File: src/rtl/game_pkg.sv
// Shared types and constants for the game timer and its seven-segment display.
package game_pkg;

    typedef enum logic [1:0] {
        ST_IDLE   = 2'd0,
        ST_RUN    = 2'd1,
        ST_PAUSED = 2'd2,
        ST_DONE   = 2'd3
    } state_t;

    localparam int DIG_W = 2;

    // Active-low segment patterns, bit order {g,f,e,d,c,b,a}.
    localparam logic [6:0] SEG_BLANK = 7'b1111111;
    localparam logic [6:0] SEG_0     = 7'b1000000;
    localparam logic [6:0] SEG_1     = 7'b1111001;
    localparam logic [6:0] SEG_2     = 7'b0100100;
    localparam logic [6:0] SEG_3     = 7'b0110000;
    localparam logic [6:0] SEG_4     = 7'b0011001;
    localparam logic [6:0] SEG_5     = 7'b0010010;
    localparam logic [6:0] SEG_6     = 7'b0000010;
    localparam logic [6:0] SEG_7     = 7'b1111000;
    localparam logic [6:0] SEG_8     = 7'b0000000;
    localparam logic [6:0] SEG_9     = 7'b0010000;

    // Any non-BCD nibble decodes blank; this one is used to force a blank digit.
    localparam logic [3:0] NIBBLE_BLANK = 4'hF;

    // Two-digit BCD decrement; callers never pass 8'h00.
    function automatic logic [7:0] bcd_dec(input logic [7:0] v);
        if (v[3:0] == 4'd0)
            return {v[7:4] - 4'd1, 4'd9};
        else
            return {v[7:4], v[3:0] - 4'd1};
    endfunction

endpackage

File: src/rtl/seg7_decoder.sv
// Combinational BCD to active-low seven-segment decoder; non-BCD nibbles blank.
module seg7_decoder
    import game_pkg::*;
(
    input  logic [3:0] bcd,
    output logic [6:0] seg
);

    always_comb begin
        seg = SEG_BLANK;
        case (bcd)
            4'd0:    seg = SEG_0;
            4'd1:    seg = SEG_1;
            4'd2:    seg = SEG_2;
            4'd3:    seg = SEG_3;
            4'd4:    seg = SEG_4;
            4'd5:    seg = SEG_5;
            4'd6:    seg = SEG_6;
            4'd7:    seg = SEG_7;
            4'd8:    seg = SEG_8;
            4'd9:    seg = SEG_9;
            default: seg = SEG_BLANK;
        endcase
    end

endmodule

File: src/rtl/game_timer_display.sv
// BCD countdown game timer with a 4-digit multiplexed seven-segment display.
// The divider square waves are sampled as data and edge-detected on clk.
module game_timer_display
    import game_pkg::*;
#(
    parameter logic [7:0] START_SECS = 8'h30,
    parameter bit         SCORE_EN   = 1'b1
) (
    input  logic       clk,
    input  logic       rst_n,
    input  logic       clk_1hz_in,
    input  logic       clk_scan_in,
    input  logic       start,
    input  logic       pause,
    input  logic [7:0] score_bcd,
    output logic [7:0] time_bcd,
    output logic       running,
    output logic       time_up,
    output logic [3:0] an,
    output logic [6:0] seg
);

    logic             prev_1hz;
    logic             prev_scan;
    logic             tick_1hz;
    logic             tick_scan;
    state_t           state;
    state_t           state_next;
    logic [7:0]       time_next;
    logic             time_up_next;
    logic [DIG_W-1:0] dig_idx;
    logic [3:0]       dig_val;
    logic [6:0]       dig_seg;

    // Ticks are registered strobes, so a countdown step lands two clks after the wave rises.
    always_ff @(posedge clk or negedge rst_n) begin
        if (!rst_n) begin
            prev_1hz  <= 1'b0;
            prev_scan <= 1'b0;
            tick_1hz  <= 1'b0;
            tick_scan <= 1'b0;
        end else begin
            prev_1hz  <= clk_1hz_in;
            prev_scan <= clk_scan_in;
            tick_1hz  <= clk_1hz_in & ~prev_1hz;
            tick_scan <= clk_scan_in & ~prev_scan;
        end
    end

    always_ff @(posedge clk or negedge rst_n) begin
        if (!rst_n) begin
            state    <= ST_IDLE;
            time_bcd <= START_SECS;
            running  <= 1'b0;
            time_up  <= 1'b0;
        end else begin
            state    <= state_next;
            time_bcd <= time_next;
            running  <= (state_next == ST_RUN);
            time_up  <= time_up_next;
        end
    end

    // start beats pause beats tick, except that a tick and pause in RUN both take effect.
    always_comb begin
        state_next   = state;
        time_next    = time_bcd;
        time_up_next = 1'b0;
        case (state)
            ST_IDLE: begin
                time_next = START_SECS;
                if (start)
                    state_next = ST_RUN;
            end
            ST_RUN: begin
                if (start) begin
                    time_next = START_SECS;
                end else begin
                    if (pause)
                        state_next = ST_PAUSED;
                    if (tick_1hz) begin
                        if (time_bcd == 8'h01) begin
                            time_next    = 8'h00;
                            time_up_next = 1'b1;
                            state_next   = ST_DONE;
                        end else begin
                            time_next = bcd_dec(time_bcd);
                        end
                    end
                end
            end
            ST_PAUSED: begin
                if (start) begin
                    time_next  = START_SECS;
                    state_next = ST_RUN;
                end else if (pause) begin
                    state_next = ST_RUN;
                end
            end
            ST_DONE: begin
                time_next = 8'h00;
                if (start) begin
                    time_next  = START_SECS;
                    state_next = ST_RUN;
                end
            end
            default: begin
                state_next = ST_IDLE;
                time_next  = START_SECS;
            end
        endcase
    end

    always_comb begin
        dig_val = NIBBLE_BLANK;
        case (dig_idx)
            2'd0:    dig_val = time_bcd[3:0];
            2'd1:    dig_val = time_bcd[7:4];
            2'd2:    dig_val = SCORE_EN ? score_bcd[3:0] : NIBBLE_BLANK;
            2'd3:    dig_val = SCORE_EN ? score_bcd[7:4] : NIBBLE_BLANK;
            default: dig_val = NIBBLE_BLANK;
        endcase
    end

    seg7_decoder u_dec (
        .bcd (dig_val),
        .seg (dig_seg)
    );

    always_ff @(posedge clk or negedge rst_n) begin
        if (!rst_n) begin
            dig_idx <= '0;
            an      <= 4'b1111;
            seg     <= SEG_BLANK;
        end else begin
            if (tick_scan)
                dig_idx <= dig_idx + DIG_W'(1);
            an  <= ~(4'b0001 << dig_idx);
            seg <= dig_seg;
        end
    end

endmodule
File: config.mk
export PLATFORM = sky130hd
export DESIGN_NAME = game_timer_display
export DESIGN_NICKNAME = d
export VERILOG_FILES = /design/src/rtl/game_pkg.sv /design/src/rtl/seg7_decoder.sv /design/src/rtl/game_timer_display.sv
export SDC_FILE = /design/constraint.sdc
export NUM_CORES = 1
export LEC_CHECK = 0
export ABC_AREA = 1
export CORE_MARGIN = 3
export CORE_UTILIZATION = 50
export DETAILED_ROUTE_END_ITERATION = 10
export PLACE_DENSITY = 0.79
export SETUP_SLACK_MARGIN = 0.3
export SYNTH_ARGS = -nofsm -noshare
export SYNTH_HDL_FRONTEND = slang
export SYNTH_HIERARCHICAL = 1
export SYNTH_SLANG_ARGS = --single-unit
File: constraint.sdc
create_clock -name clk -period 2.8 [get_ports clk]
set_clock_uncertainty 0.2 [all_clocks]
set_input_delay 0.42 -clock clk [delete_from_list [all_inputs] [get_ports clk]]
set_output_delay 0.42 -clock clk [all_outputs]
set_load 0.005 [all_outputs]
Yosys cells after proc, flatten, opt, wreduce, memory -nomap -nowiden
Memory sizes are Yosys's and may differ from the RTL's. A register that Yosys moved wholly into a read port is not among the register bits.
Cells that the tools add are included.
W data, S select, Z words.
- equal/unequal tests: 11
- shifts and indexed selects: 1
- add/sub/neg operators: 3
- reductions and logical operators: 7
- mux-type cells: 20
- bitwise gates (word level): 5
- operators by type and width (cell ; number):
    $mux W8 ; 5
    $pmux W8 S4 ; 1
    $pmux W4 S4 ; 1
    $mux W2 ; 7
    $eq A2 B2 Y1 const B ; 4
    $eq A8 B1 Y1 const B ; 1
    $sub A4 B1 Y4 const B ; 2
    $eq A2 B1 Y1 const B ; 3
    $mux W6 ; 1
    $pmux W2 S3 ; 1
    $logic_not A2 Y1 ; 2
    $logic_not A4 Y1 ; 1
    $mux W1 ; 4
    $ne A4 B4 Y1 const B ; 1
    $not A4 Y4 ; 1
    $shl A1 B2 Y4 const A ; 1
    $ne A3 B3 Y1 const B ; 1
    $reduce_and A3 Y1 ; 1
    $add A2 B1 Y2 const B ; 1
    $and A1 B1 Y1 ; 2
    $ne A2 B2 Y1 const B ; 1
    $not A1 Y1 ; 2
    $reduce_and A2 Y1 ; 1
    $reduce_or A2 Y1 ; 1
    $logic_not A1 Y1 ; 1
- bits in registers: 22
- memories kept: 1
- logic and storage cells: 59
- output and inout port bits: 21
- bits in read-only memories: 112
- bits of input ports: 14
- memory list (memory ; words ; bits a word ; rd ports ; clocked after memory_dff ; write ports ; line ; RTL):
    (no name shown) ; 16 ; 7 ; 1 ; 1 ; 0 ; seg7_decoder.sv:11 ; case (bcd)

Depth between registers and ports, before layout
Gate-level depths: netlist (run 1).
- depth in word-level cells: 6
- depth in mapped cells: 12
- depth with buffers taken out: 12

Cells and area by module
The synthesis (run 1) kept the hierarchy.
- by module, submodules not included (module ; cells an instance ; area an instance (um2) ; seq. area each (um2) ; times used):
    game_timer_display ; 153 ; 1433.9 ; 742.0 ; 1
    seg7_decoder ; 35 ; 187.7 ; 0.0 ; 1

Least setup slack after synthesis (run 1)
No wires, ideal clock.
- path kind: register to register
- start point: register dig_idx[0]
- end point: register seg[3]
- path slack: 0.616 ns
- required time: 2.517 ns
- arrival time: 1.902 ns
- clock period less this slack: 2.184 ns
- cell stages (with the launch flop): 11
- path buffers: 1
- setup time: 0.083 ns
- path through: dfrtp_1 inv_1 ha_1 clkbuf_1 a21oi_1 a32oi_1 inv_1 ha_1 nand2_1 nand3_1 nand2_1
- cells in the longest elaborated chain, start to end: 2
- elaborated cells on any way between the ends: 5
- those cells by class: 3 x eq/ne; 1 x mux; 1 x reduce/logical
- RTL lines (item ; line ; RTL):
    start: declaration ; game_timer_display.sv:31 ; logic [DIG_W-1:0] dig_idx;
    start signal: assignment ; game_timer_display.sv:137 ; dig_idx <= dig_idx + DIG_W'(1);
    $eq A2 B2 Y1 (tied with other cells) ; game_timer_display.sv:116 ; case (dig_idx)
    $pmux W4 S4 * ; game_timer_display.sv:116 ;
    via dig_val[1] ; game_timer_display.sv:32 ; logic [3:0] dig_val;
    end: declaration ; game_timer_display.sv:20 ; output logic [6:0] seg
The timed path passes the listed nets; every way through them passes the cells marked *.
A chain may end at the register's enable or synchronous reset.

Final worst setup path (run 1)
Ends and elaborated chain as after synthesis.

==> impl_metrics.tcl, run 1 <==
set metrics [dict create \
    fin_util_pct 67.80 \
    critical_path_class "reg2reg" \
    seqPwrFrac_pct 31.0 \
    drv_cap 0 \
    numCtsBuffers 5 \
    die_h_um 62.95 \
    async_flop_share_pct 100.0 \
    tns_ns 0 \
    swShare_pct 42.79 \
    ys_seq_area_share_pct 45.76 \
    ys_types 26 \
    finalSetupViolations 0 \
    fin_cells 275 \
    status "finished, final reports clean" \
    ff2ff_path_depth 9 \
    grt_util_met3_pct 4.137 \
    max_freq_mhz 457.3 \
    endpoint_kind "flip-flop" \
    root_buffer "clkbuf_4" \
    worst_pin_slew_ns 0.6393 \
    synth_flop_cell "dfrtp_1" \
    peakVddDrop_v 0.0006024 \
    path_depth 9 \
    dieArea_um2 3963 \
    final_antenna_net_count 0 \
    required_ns 2.86 \
    p_per_area_nw_per_um2 1201 \
    coreArea_um2 3078 \
    clock_latency_ns 0.33 \
    cp_max_fo 8 \
    grt-ovfl-total 0 \
    gr-usage-met2_pct 30.04 \
    crit_slowest_cell "dfrtp_1" \
    dpl.hpwl_um 2364 \
    first_global_vias 1324 \
    post-place-ws_ns 0.5724 \
    placed_area_um2 2028 \
    critPathBufInv 2 \
    via_per_inst 4.778 \
    cts_setup_buffers 0 \
    rsz0062_at_grt "false" \
    final_layout_size_suffix_gt1_share_pct 15.58 \
    yosysWarningCount 6 \
    syn_area_um2 1622 \
    finalHoldWorstSlack_ns 0.1909 \
    synth_top_family_by_area "simple AND/OR/NAND/NOR gates" \
    r2r_slack_ns 0.61 \
    cts_tree "yes" \
    grt.total_usage_pct 17.91 \
    met1_usage_pct 20.94 \
    synth_area_per_cell_um2 8.625 \
    yosysTopAreaCell "dfrtp_1" \
    io_pins 35 \
    post_drt_wl_per_cell_um 11.28 \
    p_int_mw 1.434 \
    power.net_switching_mw 1.073 \
    combinationalPowerShare_pct 58.4 \
    grt_pass1_wl_um 5582 \
    drt-pass1-iter-count 4 \
    synth_common_cells "nand2_1, inv_1, ha_1" \
    slew_viol_final 0 \
    wirelength_um 3102 \
    chipWidth_um 62.95 \
    vias 1314 \
    post_cts_resize_count 0 \
    drc 0 \
    io_buffers 34 \
    antenna_found_initial 0 \
    timing.slew.headroom_pct 57.38 \
    yosys-top-cells-area "dfrtp_1, dfstp_2, ha_1" \
    hold_viol 0 \
    drtIter0Drc 36 \
    min_path_cells 1 \
    synth_mux_area_share_pct 0 \
    critPathMaxStageDelay_ns 0.43 \
    synth-simple-area-share_pct 20.99 \
    syn_to_final_growth_pct 28.70 \
    synth-xor-area-share_pct 1.620 \
    synth_compound_area_share_pct 10.65 \
    cp_top_family "adder cells" \
    total_power_mw 2.506 \
    num-nets-final 261 \
    layout_min_cycle_time_ns 2.187 \
    cts_max_level 2 \
    clk_pin_slew_ns 0.09 \
    hold_buffers 0 \
    cts.sinks 29 \
    fin_ws_ns 0.6131 \
    synth_nets 219 \
    rows 20 \
    period_share_pct 78.11 \
    synth_most_common_cell "nand2_1" \
    fin_area_um2 2087 \
    n_fill_cell 260 \
    crit_path_start_kind "flip-flop" \
    busiest_layer "met2" \
    synth_top_area_share_pct 24.69 \
    synth_edf_count 0 \
    worstPathArrival_ns 2.25 \
    p_clk_share_pct 10.7 \
    place_inst 267 \
    ys_seq_elements 29 \
    hold_path_class "reg2reg" \
    total_leakage_power_nw 1.012 \
    grt_max_degree 30 \
    antennaDiodeCount 0 \
    cp_cell_sequence "inv_1 > ha_1 > a21oi_1 > a32oi_1 > inv_1 > ha_1 > nand2_1 > nand3_1 > nand2_1" \
    synthAdderAreaFrac_pct 13.12 \
    place_congestion 0.8217 \
    initial_utilization_pct 52.68 \
    postSynthCellCount 188 \
    clockBufferDepth 2 \
]
==> cell families after synthesis <==
group | after synthesis
DFF | 29
adders and majority gates | 17
xor gates and xnor gates | 3
AOI/OAI and AO/OA | 27
buffers and inverters | 34
and+or+nand+nor | 78
==> routing by layer <==
layer,vias up,wire (µm)
met5,-,0
met4,0,56
met3,6,170
met2,31,1485
met1,601,1390
li1,676,-
==> cell type report <==
| class | count | area, µm² | share of cell area, % |
|---|---|---|---|
| Multi-Input combinational cell | 125 | 752.0 | 36.03 |
| Sequential cell | 29 | 742.0 | 35.55 |
| Timing Repair Buffer | 36 | 355.3 | 17.03 |
| Inverter | 33 | 123.9 | 5.935 |
| Clock buffer | 8 | 58.81 | 2.818 |
| Tap cell | 44 | 55.05 | 2.638 |
==> state kept, by name (all words and copies together) (netlist names) <==
name / count
an: 4
dig_idx: 2
prev_1hz: 1
prev_scan: 1
running: 1
seg: 7
state: 2
tick_1hz: 1
tick_scan: 1
time_bcd: 8
time_up: 1
==> final timing paths <==
| kind | from | endpoint |
|---|---|---|
| hold reg to reg | prev_scan$_DFF_PN0_ | tick_scan$_DFF_PN0_ |
| setup / recovery | dig_idx[0]$_DFFE_PN0P_ | seg[3]$_DFF_PN1_ |
| setup reg to reg | dig_idx[0]$_DFFE_PN0P_ | seg[3]$_DFF_PN1_ |
| min in group asynchronous | rst_n | dig_idx[0]$_DFFE_PN0P_ |
| hold / removal | prev_scan$_DFF_PN0_ | tick_scan$_DFF_PN0_ |
| max in group asynchronous | rst_n | time_bcd[4]$_DFFE_PN1P_ |
==> cells in the final DEF, fill, tap and decap left out <==
| cell | n |
|---|---|
| a21oi_1 | 8 |
| a32oi_1 | 4 |
| buf_4 | 2 |
| clkbuf_1 | 2 |
| clkbuf_4 | 5 |
| clkbuf_8 | 1 |
| clkdlybuf4s50_1 | 34 |
| dfrtp_1 | 16 |
| dfstp_2 | 13 |
| ha_1 | 17 |
| inv_1 | 27 |
| inv_2 | 6 |
| nand2_1 | 47 |
| nand2_2 | 3 |
| nand3_1 | 9 |
| nand3_2 | 1 |
| nand4_1 | 2 |
| nor2_1 | 11 |
| nor2_2 | 2 |
| nor2_4 | 1 |
| o211ai_1 | 1 |
| o21a_1 | 1 |
| o21ai_0 | 7 |
| o21ai_1 | 2 |
| o21ai_2 | 1 |
| o21ai_4 | 1 |
| o22ai_1 | 2 |
| or2_1 | 2 |
| xnor2_1 | 1 |
| xor2_1 | 2 |
==> power groups by stage <==
| stage | clock (mW) | combinational [mW] | sequential, mW |
|---|---|---|---|
| floorplan | 0 | 0.965 | 0.780 |
| global placement | 0 | 1.45 | 0.779 |
| detailed placement | 0 | 1.47 | 0.787 |
| CTS | 0.278 | 1.48 | 0.778 |
| global route | 0.294 | 1.71 | 0.804 |
| finish | 0.267 | 1.46 | 0.776 |
==> worst register-to-register path, delay by kind of cell, from the launching register on <==
family | cells | cell delay [ns]
DFF | 1 | 0.43
and+or+nand+nor | 3 | 0.23
buffers and inverters | 2 | 0.27
adders and majority gates | 2 | 0.61
AOI/OAI and AO/OA | 2 | 0.38
Power figures use the tool's default switching activity.
==> run 2, diff against run 1 <==
- CORE_UTILIZATION: 50 -> 45
- PLACE_DENSITY: 0.79 -> 0.75
- clock period: 2.8 -> 2 ns (I/O delays scaled with it)
==> run 2 against run 1 <==
The flow now finishes with violations (negative setup slack). Critical endpoint unchanged. Sequential power is 38% higher. Die area rose by 10%. Sequential cell count did not move. Largest cell class unchanged.
==> impl_metrics.tcl, run 2 (synthesis gave the netlist of run 1 again) <==
set metrics [dict create \
    cts_max_level 2 \
    rows 21 \
    worst_pin_slew_ns 0.3600 \
    cp_max_fo 5 \
    finalSetupViolations 1 \
    clk_pin_slew_ns 0.09 \
    dpl.hpwl_um 2485 \
    rr_startpoint "dig_idx[0]$_DFFE_PN0P_" \
    max_freq_mhz 490.3 \
    regMostFlops "time_bcd" \
    layout_min_cycle_time_ns 2.040 \
    endpoint_kind "flip-flop" \
    die_h_um 66.03 \
    layout_commonest_cell "nand2_1" \
    post_drt_wl_per_cell_um 16.24 \
    combinationalPowerShare_pct 72.2 \
    drt-pass1-iter-count 5 \
    reg2reg_to "seg[3]$_DFF_PN1_" \
    antennaDiodeCount 0 \
    crit_path_start_kind "flip-flop" \
    seqPwrFrac_pct 20.6 \
    final_antenna_net_count 0 \
    initial_utilization_pct 47.47 \
    cts.sinks 29 \
    final_cell_mix "nand2_1, buf_4, dlygate4sd2_1, inv_1, nand2_2" \
    wirelength_um 5017 \
    power.net_switching_mw 2.394 \
    tns_ns -0.03969 \
    hold_viol 0 \
    clockBufferDepth 2 \
    n_fill_cell 218 \
    numCtsBuffers 5 \
    post-place-ws_ns -0.01211 \
    first_global_vias 1441 \
    grt-ovfl-total 0 \
    hold_buffers 0 \
    swShare_pct 46.11 \
    io_buffers 34 \
    drv_cap 0 \
    p_per_area_nw_per_um2 1957 \
    num-nets-final 293 \
    final_layout_size_suffix_gt1_share_pct 47.91 \
    violations "negative setup slack" \
    period_share_pct 102.0 \
    chipWidth_um 66.03 \
    reg_top3 "time_bcd (8), seg (7), an (4)" \
    coreArea_um2 3416 \
    worstPathArrival_ns 2.10 \
    rsz0062_at_grt "true" \
    required_ns 2.06 \
    peakVddDrop_v 0.0009171 \
    grt_pass1_wl_um 6679 \
    timing.slew.headroom_pct 76.00 \
    total_leakage_power_nw 1.285 \
    clock_latency_ns 0.33 \
    cts_tree "yes" \
    r2r_slack_ns -0.04 \
    largest_reg_flops 8 \
    grt_max_degree 30 \
    slew_viol_final 0 \
    drc 0 \
    p_int_mw 2.798 \
    via_per_inst 5.129 \
    antenna_found_initial 0 \
    drtIter0Drc 162 \
    grt.total_usage_pct 20.19 \
    place_congestion 0.8505 \
    io_pins 35 \
    p_clk_share_pct 7.2 \
    syn_to_final_growth_pct 63.58 \
    critical_path_class "reg2reg" \
    root_buffer "clkbuf_4" \
    fin_ws_ns -0.03969 \
    hold_path_class "in2async" \
    dieArea_um2 4360 \
    status "finished with violations" \
    vias 1585 \
    ff2ff_path_depth 9 \
]
run 2: power by group through the flow:
stage | sequential [mW] | clock, mW | combinational (mW)
after floorplan | 1.10 | 0 | 1.43
after global placement | 1.10 | 0 | 2.15
after detailed placement | 1.10 | 0 | 2.19
after CTS | 1.04 | 0.382 | 2.67
after global routing | 1.10 | 0.408 | 4.03
final | 1.07 | 0.374 | 3.75
run 2: final cells by class:
class	count	area, µm²	area share [%]
Multi-Input combinational cell	125	1032	38.92
Inverter	33	133.9	5.047
Timing Repair Buffer	68	620.6	23.40
Clock buffer	8	58.81	2.217
Tap cell	46	57.56	2.170
Sequential cell	29	749.5	28.25
run 2: how the worst max path moves through the flow:
stage | from | slack, ns | end | depth (start not counted)
after floorplan | dig_idx[0]$_DFFE_PN0P_ | 0.06 | seg[3]$_DFF_PN1_ | 10
after global placement | dig_idx[1]$_DFFE_PN0P_ | 0.07 | seg[4]$_DFF_PN1_ | 9
after detailed placement | dig_idx[0]$_DFFE_PN0P_ | -0.01 | seg[3]$_DFF_PN1_ | 9
after CTS | dig_idx[0]$_DFFE_PN0P_ | 0.09 | seg[5]$_DFF_PN1_ | 10
after global routing | dig_idx[0]$_DFFE_PN0P_ | -0.09 | seg[3]$_DFF_PN1_ | 9
final | dig_idx[0]$_DFFE_PN0P_ | -0.04 | seg[3]$_DFF_PN1_ | 9
run 2: stage by stage:
stage          util (%)  total power, mW  hold WS, ns  instance area [µm²]  instances
6_report          77.66            5.191       0.1449                 2653        309
4_1_cts           70.18            4.096       0.1474                 2397        301
2_1_floorplan         -            2.525      -0.1956                 1663        188
3_5_place_dp      60.81            3.295       0.1865                 2077        271
3_3_place_gp      60.81            3.251       0.1805                 2077        271
5_1_grt           77.66            5.535       0.1670                 2653        309
run 2: routing by layer:
metal	part of all wire (%)	wire [µm]	track usage, %
met4	4.3	217	7.614
met1	38	1920	25.16
met2	51	2534	33.54
met3	6.9	344	5.102
met5	0	0	0
run 2: what timing repair did:
| item | 4_1_cts | 5_1_grt |
|---|---|---|
| buffers inserted | 22 | 8 |
| setup endpoints to repair | 34 | 21 |
| pin swaps | 7 | 19 |
| hold endpoints to repair | 0 | 0 |
| gates resized for setup | 44 | 52 |
run 2: critical path, stage by stage, from the launching register on:
cell,delay [ns]
dfrtp_2,0.47
inv_4,0.11
ha_4,0.18
a21oi_2,0.07
a32oi_4,0.27
inv_2,0.14
ha_4,0.31
nand2_2,0.08
nand3_2,0.07
nand2_1,0.06
==> edit 1, RTL diff (flow settings as in run 2) <==
The 4 states of `state_t` get a one-hot encoding in 4 bits.
--- a/src/rtl/game_pkg.sv
+++ b/src/rtl/game_pkg.sv
@@ -1,11 +1,11 @@
 // Shared types and constants for the game timer and its seven-segment display.
 package game_pkg;
 
-    typedef enum logic [1:0] {
-        ST_IDLE   = 2'd0,
-        ST_RUN    = 2'd1,
-        ST_PAUSED = 2'd2,
-        ST_DONE   = 2'd3
+    typedef enum logic [3:0] {
+        ST_IDLE   = 4'b0001,
+        ST_RUN    = 4'b0010,
+        ST_PAUSED = 4'b0100,
+        ST_DONE   = 4'b1000
     } state_t;
 
     localparam int DIG_W = 2;
Function: no difference found for any inputs over 10 cycles, from zero or initial values and one cycle with rst_n low; not proved beyond that.
==> edit 1 against run 2 <==
Sequential cell count grew 2. Global-route usage fell by 0.78 points. Area after synthesis up 7.7%. Worst hold slack better by 0.045 ns. Setup slack better by 0.13 ns. Design area increased by 1.8%. Wire length fell by 14%. Power is 25% lower. Highest routed layer unchanged.
==> edit 1: results (changes against run 2) <==
Status
The run finished with clean final reports.

Yosys
The unique cell type count in the Yosys netlist is 22 (-15%). Among all cell types in the netlist, the one instantiated most often is sky130_fd_sc_hd__nand2_1. The async set or reset register ratio after synthesis is 1.00 (unchanged). For this run, the leading register cell type out of synthesis is sky130_fd_sc_hd__dfrtp_1. The number of warning messages in the yosys log came to 6 (unchanged). The register area share after synthesis was 0.454 (-0.00341).

By area the synthesized netlist is led by sky130_fd_sc_hd__dfrtp_1 24%, sky130_fd_sc_hd__dfstp_2 21%, sky130_fd_sc_hd__nand2_1 12%, sky130_fd_sc_hd__ha_1 10%, sky130_fd_sc_hd__inv_1 7.5%. The net count after synthesis is 245 (+12%). The average cell area after synthesis is 8.05 sq um (-6.7%). The commonest cells after synthesis are 58 x sky130_fd_sc_hd__nand2_1, 35 x sky130_fd_sc_hd__inv_1, 19 x sky130_fd_sc_hd__nand3_1, 17 x sky130_fd_sc_hd__dfrtp_1, 16 x sky130_fd_sc_hd__nor2_1.

Setup path
The longest individual stage delay on the worst path is 0.40 ns (-0.07 ns). The cell at the slowest stage of the critical path is sky130_fd_sc_hd__dfrtp_1. The worst reg-to-reg path cell count is 10 (+1).

The maximum fanout count along the critical path is 5 (unchanged). The cell class contributing the biggest share of worst-path delay is flip-flops. The arrival time of the worst setup path is 1.92 ns (-0.18 ns).

Clocking
The clock-pin slew on the worst setup and hold paths is 0.06 ns (-0.03 ns). CTS placed an instance of sky130_fd_sc_hd__clkbuf_8 at the clock tree root. The number of H-tree levels is 2 (unchanged). The buffer depth of the longest clock path is 2 (unchanged). The CTS buffer count is 5 (unchanged). The clock latency on the worst-skew pair is 0.28 ns (-0.05 ns).

Global route
The via count of the first global-routing pass is 1437 (-0.28%). The number of antenna violations at the first check in global routing was 0 (unchanged). The global-route wire length before repair is 6510 microns (-2.5%). The overall track demand over capacity in global routing was 0.194 (-0.00782).

The pin count of the biggest net entering global routing is 32 (+6.7%).

Cells and area
The largest registers in the layout are time_bcd x8, seg x7. The share of layout cells above drive strength 1 was 0.375 (-0.104). The number of diodes added for antenna fixing is 0 (unchanged).

The number of cells in the finished layout apart from fillers is 333 (+7.8%).

Pwr
The switching share of total power is 0.400 (-0.0608). The reported leakage power came to 1.26 nW (-1.6%). The maximum resistive drop on vdd is 819 uV (-11%).

Place
The half-perimeter wire length after placement is 2730 microns (+9.7%). The placer congestion estimate was 0.894 (+5.1%). The cell count after placement is 305 (+13%). The number of port buffers came to 34 (unchanged).

Worst hold path
The path category of the worst min-delay check is flip-flop to flip-flop. Along the worst hold path, the cell count comes to 1.

STA
The slew at the pin closest to its max-slew limit is 0.374 ns (+0.0144 ns).

Routing
The via density per instance is 5.05 (-1.5%). The first-pass detailed-route iteration total came to 4 (-1). The DRC marker count from the first detailed-route iteration came to 139 (-14%). The average wire length per cell after detail routing came to 13.0 microns (-20%).
==> edit 1: changes by cell type after synthesis, sizes merged, moves of 2 or more <==
cell,before,now
inv,33,37
o22ai,2,0
nand2,50,62
ha,17,14
nand3,10,20
nand4,2,5
nor2,14,21
==> edit 1: area by class of cell <==
type	instances	area, sq um
repair buffers	61	551
well taps	48	60.1
clock inverters	2	35.0
clock buffers	6	82.6
multi-input cells	148	1030
inverters	37	146
flip-flops and latches	31	797
fillers	267	988
==> edit 1: through the flow <==
step	cell area (sq um)	setup slack, ns	power (W)	hold slack, ns
6_report	2700	0.0856	0.00391	0.190
5_1_grt	2700	-0.0287	0.00420	0.211
4_1_cts	2550	0.132	0.00365	0.194
3_5_place_dp	2230	0.0572	0.00273	0.184
3_3_place_gp	2230	0.0845	0.00270	0.180
2_1_floorplan	1790	0.0582	0.00210	-0.196
==> edit 1: worst paths after layout <==
kind,startpoint,end,slack [ns]
worst max-delay path,dig_idx[1],seg[5],0.09
worst min-delay path,prev_1hz,tick_1hz,0.19
worst max register to register,dig_idx[1],seg[5],0.09
worst min register to register,prev_1hz,tick_1hz,0.19
max in group asynchronous,rst_n,time_bcd[5],1.08
min in group asynchronous,rst_n,tick_scan,0.21
==> edit 1: kinds of logic (layout without fill, tap and decap cells) <==
kind of cell / count (synthesis) / in the layout / synth area share
AOI/OAI and AO/OA: 22 / 22 / 0.0752
xor gates and xnor gates: 2 / 2 / 0.0100
adders and majority gates: 14 / 14 / 0.100
buffers and inverters: 38 / 106 / 0.0817
DFF: 31 / 31 / 0.454
and+or+nand+nor: 110 / 110 / 0.279
==> edit 1: repair_timing <==
action,4_1_cts,5_1_grt
endpoints found under the hold margin,0,0
pin swaps,9,13
gates resized for setup,41,34
setup endpoints to repair,36,20
buffers inserted,15,5
==> edit 1: worst reg2reg max path, delay by kind of cell, from the launching register on <==
| kind | cells | cell delay (ns) |
|---|---|---|
| adders and majority gates | 2 | 0.32 |
| buffers and inverters | 3 | 0.38 |
| and+or+nand+nor | 3 | 0.28 |
| AOI/OAI and AO/OA | 2 | 0.25 |
| DFF | 1 | 0.40 |
==> edit 1: power groups by stage <==
stage	combinational, W	clock (W)	sequential (W)
2_1_floorplan	0.00105	0	0.00105
3_3_place_gp	0.00166	0	0.00104
3_5_place_dp	0.00168	0	0.00105
4_1_cts	0.00197	0.000653	0.00103
5_1_grt	0.00247	0.000682	0.00105
6_report	0.00224	0.000633	0.00103
==> edit 1: routing by layer <==
layer,part of all wire,wire length (microns),GRT usage
met1,0.41,1790,0.229
met2,0.48,2090,0.297
met3,0.069,299,0.0706
met4,0.034,146,0.122
met5,0,0,0
==> edit 2, RTL diff (config.mk and constraints of run 2) <==
Without the edit above. Set the parameter `SCORE_EN` to 1'b0 (it was 1'b1).
--- a/src/rtl/game_timer_display.sv
+++ b/src/rtl/game_timer_display.sv
@@ -4,7 +4,7 @@
     import game_pkg::*;
 #(
     parameter logic [7:0] START_SECS = 8'h30,
-    parameter bit         SCORE_EN   = 1'b1
+    parameter bit         SCORE_EN   = 1'b0
 ) (
     input  logic       clk,
     input  logic       rst_n,
Check against the original RTL: not equivalent (Yosys sat finds a counterexample within 10 cycles, from zero or initial values and one cycle with rst_n low).
==> edit 2 against run 2 <==
Wire length down 34%. Power down 16%. Setup slack better by 0.15 ns. Core utilization down 9.3 points. Sequential cell count unchanged. Die area down 0.77%. Fmax up 8.1%. Non-clock buffer count down 18. Design area down 13%. Area after synthesis down 0.85%. Critical path type unchanged. Largest cell class unchanged. Highest routed layer unchanged.
==> edit 2: results (changes against run 2) <==
Global route
The global-route wire length before repair came to 5550 microns (-17%). The overall track demand over capacity in global routing is 0.169 (-0.0327). The via count of the first global-routing pass is 1302 (-9.6%).

Yosys
The average cell area after synthesis is 8.98 sq um (+4.1%). The complex-gate fraction of the synthesized area came to 0.107 (+0.000912). The adder and majority cell fraction of the synthesized area came to 0.117 (-0.0144). Ranked by total cell area, the synthesized netlist is headed by sky130_fd_sc_hd__dfrtp_1 25%, sky130_fd_sc_hd__dfstp_2 21%, sky130_fd_sc_hd__ha_1 12%, sky130_fd_sc_hd__nand2_1 8.6%, sky130_fd_sc_hd__inv_1 5.8%.

The net count after synthesis came to 208 (-5.0%). The unique cell type count in the Yosys netlist is 29 (+12%). The register area share after synthesis came to 0.461 (+0.00392).

Cells and area
The clock tree cell share of total cell area is 0.0254 (+0.00322). The fraction of area in registers came to 0.321 (+0.0389). The number of cells in the finished layout apart from fillers is 283 (-8.4%). The total number of nets in the final design is 265 (-9.6%). The non-clock buffer instance count of the final layout is 50 (-26%). From synthesis to final layout, the design area changed by 44.0%. The portion of the layout cell area used by non-clock buffers is 0.188 (-0.0460). The share of layout cells above drive strength 1 came to 0.439 (-0.0403). The total number of multi-input combinational cells is 115 (-8.0%).

Status
The run finished with clean final reports.

Routing
The first-pass detailed-route iteration total was 4 (-1).

STA
The slew at the pin closest to its max-slew limit was 0.440 ns (+0.0804 ns).

Place
The cell count after placement is 252 (-7.0%). The cell area after placement came to 2000 sq um (-3.7%). The placer congestion estimate came to 0.842 (-1.0%).

The worst setup timing slack at the placement stage is 0.0236 ns (+0.0357 ns).

Clocking
The post-CTS setup buffer count is 19 (-14%).

Setup path
The longest individual stage delay on the worst path is 0.45 ns (-0.02 ns). The cell class contributing the biggest share of worst-path delay is flip-flops.

Pwr
The reported leakage power is 1.16 nW (-10%).
## edit 2: cell count changes after synthesis, moves of 3 or more
cell,before,now
sky130_fd_sc_hd__nor2_1,11,7
sky130_fd_sc_hd__a32oi_1,4,0
sky130_fd_sc_hd__nand2_1,47,37
sky130_fd_sc_hd__a22oi_1,0,4
sky130_fd_sc_hd__o21ai_1,2,5
sky130_fd_sc_hd__inv_2,6,10
sky130_fd_sc_hd__a21oi_1,8,4
## edit 2: power breakdown
part | switching, W | internal [W] | total, W
clock network | 0.000188 | 0.000173 | 0.000361
registers | 0.000112 | 0.000924 | 0.00104
logic | 0.00159 | 0.00135 | 0.00295
## edit 2: per-layer routing
layer | up-vias | part of all wire | routed length [microns] | global-route usage
met4 | 0 | 0.023 | 76 | 0.0933
li1 | 690 | - | - | -
met3 | 7 | 0.039 | 131 | 0.0323
met5 | - | 0 | 0 | 0
met1 | 625 | 0.43 | 1420 | 0.199
met2 | 27 | 0.51 | 1700 | 0.288
## edit 2: logic make-up (layout without fill, tap and decap cells)
group | count (synthesis) | in the layout
AND/OR/NAND/NOR | 70 | 71
buffers and inverters | 36 | 93
flip-flops | 29 | 29
AO/OA/AOI/OAI | 26 | 26
adder cells (fa/ha/maj) | 15 | 15
XOR/XNOR | 3 | 3
## edit 2: path summary, 6_finish.rpt
path                            start          end  slack (ns)
setup / recovery           dig_idx[1]       seg[4]        0.11
hold / removal                  rst_n    prev_scan        0.14
setup reg to reg           dig_idx[1]       seg[4]        0.11
hold reg to reg              prev_1hz     tick_1hz        0.19
max in group asynchronous       rst_n  time_bcd[5]        1.13
min in group clk             prev_1hz     tick_1hz        0.19
